--- src/rtl/mips_ex_alu_arb_pkg.sv ---
// Shared ALU op-vector bit order and datapath widths for the EX-stage ALU arbiter.
// Requesters, the arbiter and the datapath all take the op-vector bit indices from here.
`ifndef MIPS_ALU_DEFINES
`define MIPS_ALU_DEFINES
`define MIPS_DATA_WIDTH   32
`define MIPS_ALU_OP_WIDTH 14
`define MIPS_ALU_OP_ADD   0
`define MIPS_ALU_OP_ADDU  1
`define MIPS_ALU_OP_SUB   2
`define MIPS_ALU_OP_SUBU  3
`define MIPS_ALU_OP_AND   4
`define MIPS_ALU_OP_OR    5
`define MIPS_ALU_OP_XOR   6
`define MIPS_ALU_OP_NOR   7
`define MIPS_ALU_OP_SLL   8
`define MIPS_ALU_OP_SRL   9
`define MIPS_ALU_OP_SRA   10
`define MIPS_ALU_OP_SLT   11
`define MIPS_ALU_OP_SLTU  12
`define MIPS_ALU_OP_LUI   13
`endif

package mips_ex_alu_arb_pkg;
    localparam int DATA_W = `MIPS_DATA_WIDTH;
    localparam int OP_W   = `MIPS_ALU_OP_WIDTH;

    typedef logic [DATA_W-1:0] data_t;
    typedef logic [OP_W-1:0]   op_vec_t;
endpackage

--- src/rtl/mips_ex_alu_arb_pick.sv ---
// Combinational grant selector: one-hot grant plus encoded index.
// MIPS_ALU_ARB_RR_EN selects round-robin from ptr; otherwise lowest index wins.
module mips_ex_alu_arb_pick #(
    parameter int NUM_REQ = 3,
    parameter int ID_W    = 2
) (
    input  logic [NUM_REQ-1:0] valid,
`ifdef MIPS_ALU_ARB_RR_EN
    input  logic [ID_W-1:0]    ptr,
`endif
    input  logic               en,
    output logic [NUM_REQ-1:0] gnt,
    output logic [ID_W-1:0]    idx,
    output logic               any
);

`ifdef MIPS_ALU_ARB_RR_EN
    // Winner is the valid requester at the smallest circular distance from ptr.
    always_comb begin
        int  dist;
        logic found;
        gnt   = '0;
        idx   = '0;
        found = 1'b0;
        dist  = 0;
        for (int k = 0; k < NUM_REQ; k++) begin
            for (int i = 0; i < NUM_REQ; i++) begin
                dist = i - int'(ptr);
                if (dist < 0) dist = dist + NUM_REQ;
                if (en && !found && valid[i] && dist == k) begin
                    gnt[i] = 1'b1;
                    idx    = ID_W'(i);
                    found  = 1'b1;
                end
            end
        end
        any = found;
    end
`else
    always_comb begin
        logic found;
        gnt   = '0;
        idx   = '0;
        found = 1'b0;
        for (int i = 0; i < NUM_REQ; i++) begin
            if (en && !found && valid[i]) begin
                gnt[i] = 1'b1;
                idx    = ID_W'(i);
                found  = 1'b1;
            end
        end
        any = found;
    end
`endif

endmodule

--- src/rtl/mips_ex_alu_arb.sv ---
// Shared EX-stage ALU arbiter with a one-entry registered response buffer.
// MIPS_ALU_ARB_RR_EN enables round-robin priority; undefined gives fixed priority (index 0 highest).
module mips_ex_alu_arb
    import mips_ex_alu_arb_pkg::*;
#(
    parameter int NUM_REQ = 3,
    parameter int ID_W    = 2
) (
    input  logic                   clk,
    input  logic                   rst,
    input  logic                   ex_flush,
    input  logic [NUM_REQ-1:0]     req_valid,
    output logic [NUM_REQ-1:0]     req_ready,
    input  logic [NUM_REQ*32-1:0]  req_op1,
    input  logic [NUM_REQ*32-1:0]  req_op2,
    input  logic [NUM_REQ*14-1:0]  req_op,
    output logic [DATA_W-1:0]      alu_op1,
    output logic [DATA_W-1:0]      alu_op2,
    output logic [OP_W-1:0]        alu_op,
    input  logic [DATA_W-1:0]      alu_res,
    output logic                   rsp_valid,
    input  logic                   rsp_ready,
    output logic [DATA_W-1:0]      rsp_data,
    output logic [ID_W-1:0]        rsp_id
);

    logic              grant_en;
    logic [NUM_REQ-1:0] gnt;
    logic [ID_W-1:0]   gnt_idx;
    logic              gnt_any;

    // alu_res is deliberately kept out of this path.
    assign grant_en  = (!rsp_valid || rsp_ready) && !ex_flush;
    assign req_ready = gnt;

`ifdef MIPS_ALU_ARB_RR_EN
    logic [ID_W-1:0] ptr;

    always_ff @(posedge clk or posedge rst) begin
        if (rst) begin
            ptr <= '0;
        end else if (gnt_any) begin
            ptr <= (gnt_idx == ID_W'(NUM_REQ - 1)) ? '0 : gnt_idx + ID_W'(1);
        end
    end
`endif

    mips_ex_alu_arb_pick #(
        .NUM_REQ (NUM_REQ),
        .ID_W    (ID_W)
    ) u_pick (
        .valid (req_valid),
`ifdef MIPS_ALU_ARB_RR_EN
        .ptr   (ptr),
`endif
        .en    (grant_en),
        .gnt   (gnt),
        .idx   (gnt_idx),
        .any   (gnt_any)
    );

    // One-hot grant makes an AND-OR mux; zero grant idles the datapath.
    always_comb begin
        alu_op1 = '0;
        alu_op2 = '0;
        alu_op  = '0;
        for (int i = 0; i < NUM_REQ; i++) begin
            if (gnt[i]) begin
                alu_op1 = alu_op1 | req_op1[i*32 +: 32];
                alu_op2 = alu_op2 | req_op2[i*32 +: 32];
                alu_op  = alu_op  | req_op[i*14 +: 14];
            end
        end
    end

    always_ff @(posedge clk or posedge rst) begin
        if (rst) begin
            rsp_valid <= 1'b0;
            rsp_data  <= '0;
            rsp_id    <= '0;
        end else if (gnt_any) begin
            rsp_valid <= 1'b1;
            rsp_data  <= alu_res;
            rsp_id    <= gnt_idx;
        end else if (ex_flush || rsp_ready) begin
            rsp_valid <= 1'b0;
        end
    end

endmodule

--- config.mk ---
export PLATFORM = sky130hd
export DESIGN_NAME = mips_ex_alu_arb
export DESIGN_NICKNAME = d
export VERILOG_FILES = /design/src/rtl/mips_ex_alu_arb_pkg.sv /design/src/rtl/mips_ex_alu_arb_pick.sv /design/src/rtl/mips_ex_alu_arb.sv
export SDC_FILE = /design/constraint.sdc
export NUM_CORES = 1
export LEC_CHECK = 0
export BUFFER_PORTS_ARGS = -buffer_cell sky130_fd_sc_hd__buf_4
export CAP_MARGIN = 20
export CORE_AREA = 2 2 152 154
export DETAILED_ROUTE_END_ITERATION = 10
export DIE_AREA = 0 0 154 156
export PLACE_DENSITY = 0.48
export REMOVE_ABC_BUFFERS = 1
export SKIP_CTS_REPAIR_TIMING = 1
export SYNTH_ARGS = -nofsm -noshare
export SYNTH_HDL_FRONTEND = slang
export SYNTH_SLANG_ARGS = --single-unit
--- constraint.sdc ---
create_clock -name clk -period 4.5 [get_ports clk]
set_clock_uncertainty 0.2 [all_clocks]
set_input_delay 0.9 -clock clk [delete_from_list [all_inputs] [get_ports clk]]
set_output_delay 0.9 -clock clk [all_outputs]
set_load 0.03 [all_outputs]
# Word-level counts from Yosys, hierarchy flattened

Cells that the tools add are included.

Register bits after elaboration: 35
Input bits: 273
Output and inout port bits: 116
Word-level logic and storage cells: 40

Mux-type cells: 18
Bitwise logic cells: 6
Reductions and logical operators: 13

Operator list:

| operator            | number |
|---|---|
| $mux W32            | 6 |
| $or A32 B32 Y32     | 4 |
| $mux W14            | 3 |
| $or A14 B14 Y14     | 2 |
| $mux W1             | 8 |
| $logic_and A1 B1 Y1 | 6 |
| $logic_not A1 Y1    | 4 |
| $logic_or A1 B1 Y1  | 2 |
| $mux W2             | 1 |
| $reduce_bool A2 Y1  | 1 |

# Logic depth before layout (Yosys ltp)

Gate-level depths: netlist of the first run.

Word-level depth: 14
Gate-level depth with buffers: 7
Mapped depth without buffers: 3

# Hierarchy

A second synthesis of the first run with hierarchy kept.

Cell total of the unflattened synthesis: 267
Area total of the unflattened synthesis: 2606.2 um^2

By module, submodules not included:

| module               | instances | cells each | area an instance (um^2) | seq. area each (um^2) |
|---|---|---|---|---|
| mips_ex_alu_arb      | 1         | 261        | 2549.9                  | 875.8 |
| mips_ex_alu_arb_pick | 1         | 6          | 56.3                    | 0.0 |

# Least setup slack after synthesis of the first run

OpenSTA, ideal clock, no wires.

Path kind: in2out
From: input port req_valid[1]
To: output port alu_op1[11]
Data arrival time: 2.206 ns
Data required time: 3.400 ns
Path slack: 1.194 ns
Cell stages on the path: 7
Buffers on the path: 4
Cells stage by stage: buf_2 > nor2b_1 > buf_2 > buf_4 > buf_2 > a22oi_1 > o2bb2ai_1

Cells in the longest elaborated chain, start to end: 7
Elaborated cells on any way between the ends: 10
Those cells by class: mux: 5; bitwise: 1; reduce/logical: 4

RTL lines:

| element                          | RTL line                   | text |
|---|---|---|
| from (decl)                      | mips_ex_alu_arb.sv:12      | `input logic [NUM_REQ-1:0] req_valid,` |
| $logic_and A1 B1 Y1 (*)          | mips_ex_alu_arb_pick.sv:46 | `if (en && !found && valid[i]) begin` |
| $mux W1                          | mips_ex_alu_arb_pick.sv:46 |  |
| $logic_not A1 Y1                 | mips_ex_alu_arb_pick.sv:46 |  |
| $logic_and A1 B1 Y1 (2 in a row) | mips_ex_alu_arb_pick.sv:46 |  |
| $mux W1                          | mips_ex_alu_arb_pick.sv:46 |  |
| $mux W32 (*)                     | mips_ex_alu_arb.sv:68      | `if (gnt[i]) begin` |
| to (decl)                        | mips_ex_alu_arb.sv:17      | `output logic [DATA_W-1:0] alu_op1,` |

Mark *: on every way between the ends. The rest lies on a longest branch, timed or not.

# Worst setup path in the final report of the first run

From: input port rsp_ready
To: output port alu_op2[8]

Cells in the longest elaborated chain, start to end: 13
Elaborated cells on any way between the ends: 18
Those cells by class: mux: 7; bitwise: 2; reduce/logical: 9

RTL lines:

| element                          | RTL line                   | text |
|---|---|---|
| from (decl)                      | mips_ex_alu_arb.sv:22      | `input logic rsp_ready,` |
| $logic_or A1 B1 Y1 (*)           | mips_ex_alu_arb.sv:33      | `assign grant_en = (!rsp_valid \|\| rsp_ready) && !ex_flush;` |
| $logic_and A1 B1 Y1 (*)          | mips_ex_alu_arb.sv:33      |  |
| $logic_and A1 B1 Y1              | mips_ex_alu_arb_pick.sv:46 |  |
| $mux W1                          | mips_ex_alu_arb_pick.sv:46 |  |
| $logic_not A1 Y1                 | mips_ex_alu_arb_pick.sv:46 |  |
| $logic_and A1 B1 Y1 (2 in a row) | mips_ex_alu_arb_pick.sv:46 |  |
| $mux W1                          | mips_ex_alu_arb_pick.sv:46 |  |
| $logic_not A1 Y1                 | mips_ex_alu_arb_pick.sv:46 |  |
| $logic_and A1 B1 Y1 (2 in a row) | mips_ex_alu_arb_pick.sv:46 |  |
| $mux W1                          | mips_ex_alu_arb_pick.sv:46 |  |
| $mux W32 (*)                     | mips_ex_alu_arb.sv:68      |  |
| to (decl)                        | mips_ex_alu_arb.sv:18      | `output logic [DATA_W-1:0] alu_op2,` |

Marks and branches as above.

==> results by group, run 1 <==
Floorplanning
  • DIE HEIGHT: 156 um
  • Initial Utilization: 12.95%
  • Die width: 154 um
  • CORE AREA: 22370 um^2
  • Die area: 24020 um^2
  • Number of I/O pins: 389
  • Row count: 55

STA
  • Fin. Hold Viols: 0
  • Worst Tran Pin Value: 645.7 ps
  • RSZ-0062 raised after global routing: no
  • Min Hold Slack: 288.2 ps
  • Final period util: 78.30%
  • Setup-failing EPs final: 0
  • Min Tclk post-route: 3524 ps
  • F_max: 283.8 MHz
  • Worst setup slack after layout: 976.4 ps
  • Relative slew margins: 56.95%
  • Pins Over Slew Limit: 0

Setup path
  • Crit Path Category: in -> out
  • Worst Setup Start Kind: input port
  • Reg2Reg Depth: 5
  • Worst path most repeated cell: buf_4
  • Reg2Reg Setup Slack: 2540 ps
  • Critical R2R Capture: rsp_data[0]
  • Worst reg2reg startpoint: rsp_valid
  • Req. time, crit path: 3400 ps
  • CP endpoint kind: primary output
  • CP max stage delay: 420 ps
  • Worst path slowest cell: or3_2
  • Critical-path maximum fanout: 53
  • Arrival time worst endpoint: 2420 ps
  • Cells along the critical path: buf_4 > nor2b_1 > buf_4 > or3_2 > buf_4 > o2bb2ai_1 > buf_4

Synth
  • Mapped Cells: 280
  • Area leader, netlist: dfrtp_1
  • Synth top area share: 30.25%
  • Sequential element share of the synthesized area: 30.25%
  • Yosys reg bits: 35
  • Mapped Area: 2895 um^2
  • Avg Synthesized Cell Area: 10.34 um^2
  • Asr flop ratio synth: 100.0%
  • Synth top area cells: dfrtp_1, o2bb2ai_1, a22oi_1, mux2_2, buf_6
  • Ys Warns: 0
  • Post-synth top flop: dfrtp_1
  • Synth unique cells: 22
  • Top cells by count, synth: a22oi_1, o2bb2ai_1, dfrtp_1
  • Post-synth EDFFs: 0

Global routing
  • Vias in the first global route: 3952
  • First-pass GRT wire length: 23780 um
  • Most Crowded Layer GR: met2
  • Met3 Track Usage GR: 3.528%
  • Met2 usage: 22.14%
  • Largest net degree at the start of global routing: 62
  • Initial antenna violation count: 0
  • Total grt overflow: 0
  • GRT Total Usage: 12.69%
  • GR Util met1: 15.89%

Drt
  • Wire per inst: 18.09 um
  • Detailed-route via count: 4042
  • Antenna viol nets, final: 0
  • Total detailed-routing wirelength: 16860 um
  • Router iterations before antenna repair: 4
  • DR DRC count: 0
  • Iteration-0 DRC Markers: 273
  • Vias per cell: 4.337

Pwr
  • Max IR drop VDD: 338.9 uV
  • Leakage power: 0.002900 uW
  • Pwr per Cell Area: 243.0 nW/um^2

Finish
  • Fin nets: 919
  • Area Overhead vs Synth: 113.1%
  • Fillers: 2467
  • Antenna diodes: 0
  • Post-Route Utilization: 27.58%
  • Share of post-route cells with drive strength above 1: 67.70%

CTS
  • Worst-skew pair later-pin latency: 280 ps
  • Clock root buffer master: clkbuf_16
  • CTS tree: yes
  • Clock sink count: 35
  • CTS Buf Count: 5
  • Clk buf depth: 2
  • Htree depth: 2
  • Clock slew at reported path FFs: 60 ps

Placed design
  • Detailed Place HPWL: 13330 um
  • Port Buffers: 388
  • DP Worst Slack: 928.4 ps
  • Gp weighted congestion: 0.7684

Worst hold path
  • Hold wc startpoint: rsp_data[12]
  • Hold Crit Depth: 1
  • WHS Endpoint: rsp_data[12]
  • Hold crit path type: reg -> reg

Status
  • Outcome: complete, no violations

Run
  • Max Cap Viol: 0
layout by cell type (no fill, tap or decap):
master / count
buf_4: 397
a22oi_1: 78
o2bb2ai_1: 78
dfrtp_1: 35
mux2_2: 27
mux2_1: 5
clkbuf_16: 5
inv_1: 4
nor2_1: 2
clkbuf_8: 2
buf_12: 2
nor2b_1: 1
nor3_2: 1
nor3_4: 1
nor3b_1: 1
and2_1: 1
o32a_1: 1
a21oi_1: 1
or3_2: 1
o22ai_1: 1
nor3b_4: 1
nor2b_4: 1
clkbuf_1: 1
worst max-delay path, delay by kind of cell:
| kind | cells | cell delay [ps] |
|---|---|---|
| buffers and inverters | 4 | 740 |
| and+or+nand+nor | 2 | 450 |
| AOI/OAI and AO/OA | 1 | 280 |
sequential cells by signal, summed over array words and instances (netlist names):
register	cells
rsp_id	2
rsp_valid	1
rsp_data	32
metal layers:
layer	part of all wire [%]	wire length (um)	vias to the layer above
met4	0.85	144	0
met5	0	0	-
met3	8.6	1458	12
met1	40	6791	1917
met2	50	8468	215
li1	-	-	1898
how the worst max path moves through the flow:
stage / startpoint / end / slack [ps] / cells past startpoint
2_1_floorplan: req_valid[1] / alu_op1[0] / -890 / 3
3_3_place_gp: rsp_ready / alu_op2[29] / 890 / 7
3_5_place_dp: rsp_ready / alu_op2[29] / 930 / 7
4_1_cts: rsp_ready / alu_op2[29] / 930 / 7
5_1_grt: rsp_ready / alu_op2[29] / 880 / 7
6_report: rsp_ready / alu_op2[8] / 980 / 7
final cells by class:
cell class / instances / area, um^2 / share of cell area [%]
Clock buffer: 8 / 156.4 / 2.535
Inverter: 4 / 15.01 / 0.2434
Multi-Input combinational cell: 201 / 1744 / 28.28
Sequential cell: 35 / 875.8 / 14.20
Timing Repair Buffer: 399 / 3020 / 48.97
Tap cell: 285 / 356.6 / 5.781
cells by family after synthesis:
family                 after synthesis  synth area share, %
buffers and inverters               44                9.809
and+or+nand+nor                     10                2.939
AOI/OAI and AO/OA                  159                44.55
DFF                                 35                30.25
muxes                               32                12.45
stage by stage:
step / TNS [ps] / cell area, um^2 / instances / power (uW)
after CTS: 0 / 6168 / 932 / 1526
after detailed placement: 0 / 6012 / 924 / 1149
after floorplan: -69440 / 2626 / 240 / 737.7
after global routing: 0 / 6168 / 932 / 1585
after global placement: 0 / 6012 / 924 / 1149
final: 0 / 6168 / 932 / 1499
where the power goes:
group	total, uW	leakage, uW	internal [uW]	switching [uW]
clock network	362	0.0000772	236	126
logic	750	0.00241	360	390
registers	387	0.000412	362	24.1
(Power assumes the default switching activity.)
==> run 2: changes to the inputs <==
ABC_AREA = 1   (was default)
CORE_AREA = 2 2 151 153   (was 2 2 152 154)
DIE_AREA = 0 0 153 155   (was 0 0 154 156)
PLACE_DENSITY = 0.54   (was 0.48)
clock period = 3.1 ns   (was 4.5 ns; I/O delays follow)
==> run 2 against run 1 <==
Compared with the run above: combinational power is 79% higher; cell area is 17% higher; cell count is 49% higher; clock power is 40% higher; setup slack worse by 470 ps; critical endpoint is now alu_op1[8]; largest cell class unchanged.
==> results by group, run 2 <==
Floorplanning
  • CORE AREA: 22230 um^2
  • Die area: 23720 um^2
  • Die width: 153 um
  • Row count: 55
  • DIE HEIGHT: 155 um
  • Initial Utilization: 16.95%
  • Number of I/O pins: 389

Setup path
  • Reg2Reg Depth: 7
  • Worst Setup Start Kind: input port
  • Crit path from: rsp_ready
  • Critical R2R Capture: rsp_data[21]
  • Crit Path Category: in -> out
  • Req. time, crit path: 2280 ps
  • Critical-path maximum fanout: 54
  • Worst reg2reg startpoint: rsp_valid
  • CP endpoint kind: primary output
  • Reg2Reg Setup Slack: 970 ps
  • Arrival time worst endpoint: 1770 ps
  • CP endpoint: alu_op1[8]

Finish
  • Antenna diodes: 0
  • Most frequent cells in the layout: buf_4, nor2_1, inv_1
  • Most flops, register: rsp_data
  • Fillers: 2478
  • Most common cell after layout, fill and taps aside: buf_4
  • Top Registers: rsp_data: 32 flops, rsp_id: 2 flops, rsp_valid: 1 flops
  • Fin nets: 1379
  • Flip-flop count of the largest register after layout: 32
  • Share of post-route cells with drive strength above 1: 37.79%
  • Area Overhead vs Synth: 91.17%
  • Final non-filler cell total: 1391

CTS
  • CTS Buf Count: 5
  • Worst-skew pair later-pin latency: 280 ps
  • Clk buf depth: 2
  • Htree depth: 2
  • Clock slew at reported path FFs: 60 ps
  • CTS tree: yes
  • Clock root buffer master: clkbuf_16
  • Clock sink count: 35

Pwr
  • Part of the power in registers: 24.0%
  • Sw frac: 41.33%
  • Total power: 2426 uW
  • Leakage power: 0.004671 uW
  • Switching Power: 1003 uW
  • Cell Int Power: 1423 uW
  • Max IR drop VDD: 429.1 uV
  • Clock share of power: 20.9%
  • Pwr per Cell Area: 336.7 nW/um^2
  • Combinational share of power: 55.0%

Drt
  • Detailed-route via count: 5589
  • Routed wl met2: 8904 um
  • DR DRC count: 0
  • Router iterations before antenna repair: 4
  • Routed length on met3: 1486 um
  • Total detailed-routing wirelength: 18430 um
  • Iteration-0 DRC Markers: 286
  • Wire per inst: 13.25 um
  • Vias per cell: 4.018
  • Top sig layer: met4
  • Metal-1 WL: 7665 um
  • Antenna viol nets, final: 0

Synth
  • Sequential element share of the synthesized area: 23.24%
  • Asr flop ratio synth: 100.0%
  • Avg Synthesized Cell Area: 5.093 um^2
  • Synth top area share: 23.41%
  • Synth unique cells: 18
  • Top-count cell post-synth: nor2_1
  • Mapped Cells: 740
  • Synth top area cells: nor2_1, dfrtp_1, inv_1, nand3_1, nand2_1
  • Ys Warns: 0
  • Mapped Area: 3769 um^2
  • Post-synth EDFFs: 0
  • Post-synth top flop: dfrtp_1
  • Top cells by count, synth: nor2_1, inv_1, nand2_1
  • Yosys reg bits: 35
  • Area leader, netlist: nor2_1

Placed design
  • DP Worst Slack: 517.4 ps
  • Detailed Place HPWL: 14720 um
  • Port Buffers: 388
  • Placed Instances: 1384
  • Gp weighted congestion: 0.7745

STA
  • Worst setup slack after layout: 509.7 ps
  • RSZ-0062 raised after global routing: no
  • Relative slew margins: 69.62%
  • Final period util: 83.56%
  • Fin. Hold Viols: 0
  • Worst Tran Pin Value: 455.7 ps
  • Min Tclk post-route: 2590 ps
  • Setup-failing EPs final: 0
  • F_max: 386.1 MHz
  • Min Hold Slack: 234.6 ps
  • Pins Over Slew Limit: 0

Run
  • Max Cap Viol: 0

Global routing
  • Total grt overflow: 0
  • First-pass GRT wire length: 28610 um
  • GRT Total Usage: 14.76%
  • Initial antenna violation count: 0
  • Vias in the first global route: 5523
  • Largest net degree at the start of global routing: 55

Worst hold path
  • Hold crit path type: in -> async

Status
  • Outcome: complete, no violations
## run 2: area by class of cell
type	count	area (um^2)	share of cell area [%]
clock buffers	6	138.9	1.928
clock inverters	1	5.005	0.06947
inverters	164	615.6	8.545
multi-input cells	498	2082	28.90
flip-flops and latches	35	875.8	12.16
well taps	285	356.6	4.950
repair buffers	402	3131	43.45
## run 2: worst min-delay path by stage
| stage | to | slack [ps] | depth (start not counted) |
|---|---|---|---|
| 5_1_grt | rsp_data[26] | 290 | 3 |
| 2_1_floorplan | rsp_id[1] | 480 | 2 |
| 3_3_place_gp | rsp_id[1] | 270 | 2 |
| 4_1_cts | rsp_data[26] | 250 | 3 |
| 3_5_place_dp | rsp_id[0] | 290 | 2 |
| 6_report | rsp_data[26] | 230 | 3 |
## run 2: per-layer routing
| metal | vias up | GRT usage, % |
|---|---|---|
| met3 | 20 | 3.593 |
| met2 | 247 | 26.24 |
| met1 | 2450 | 17.90 |
| met5 | - | 0 |
| met4 | 0 | 3.748 |
| li1 | 2872 | - |
## run 2: kinds of logic (layout without fill, tap and decap cells)
family	count (synthesis)	count (layout)	synth area share, %
AND/OR/NAND/NOR	495	495	53.95
buffers and inverters	207	573	22.14
flip-flops	35	35	23.24
AO/OA/AOI/OAI	3	3	0.6639
## run 2: critical path, cell delays in order
cell and delay, ps:
buf_4 110, inv_1 90, nand2_4 110, o211ai_4 120, buf_12 260, nand3_1 100
nand2_1 120, buf_4 170
## run 2: metrics by stage
| step | area, um^2 | setup TNS [ps] | utilization (%) |
|---|---|---|---|
| 6_report | 7204 | 0 | 32.41 |
| 5_1_grt | 7204 | 0 | 32.41 |
| 4_1_cts | 7204 | 0 | 32.41 |
| 3_5_place_dp | 7061 | 0 | 31.76 |
| 3_3_place_gp | 7061 | 0 | 31.76 |
| 2_1_floorplan | 3550 | -82780 | - |
## run 2: power groups by stage
stage,clock [uW],combinational [uW],sequential (uW)
after floorplan,0,502,739
after global placement,0,1350,585
after detailed placement,0,1350,586
after CTS,518,1350,583
after global routing,541,1440,594
final,508,1340,583
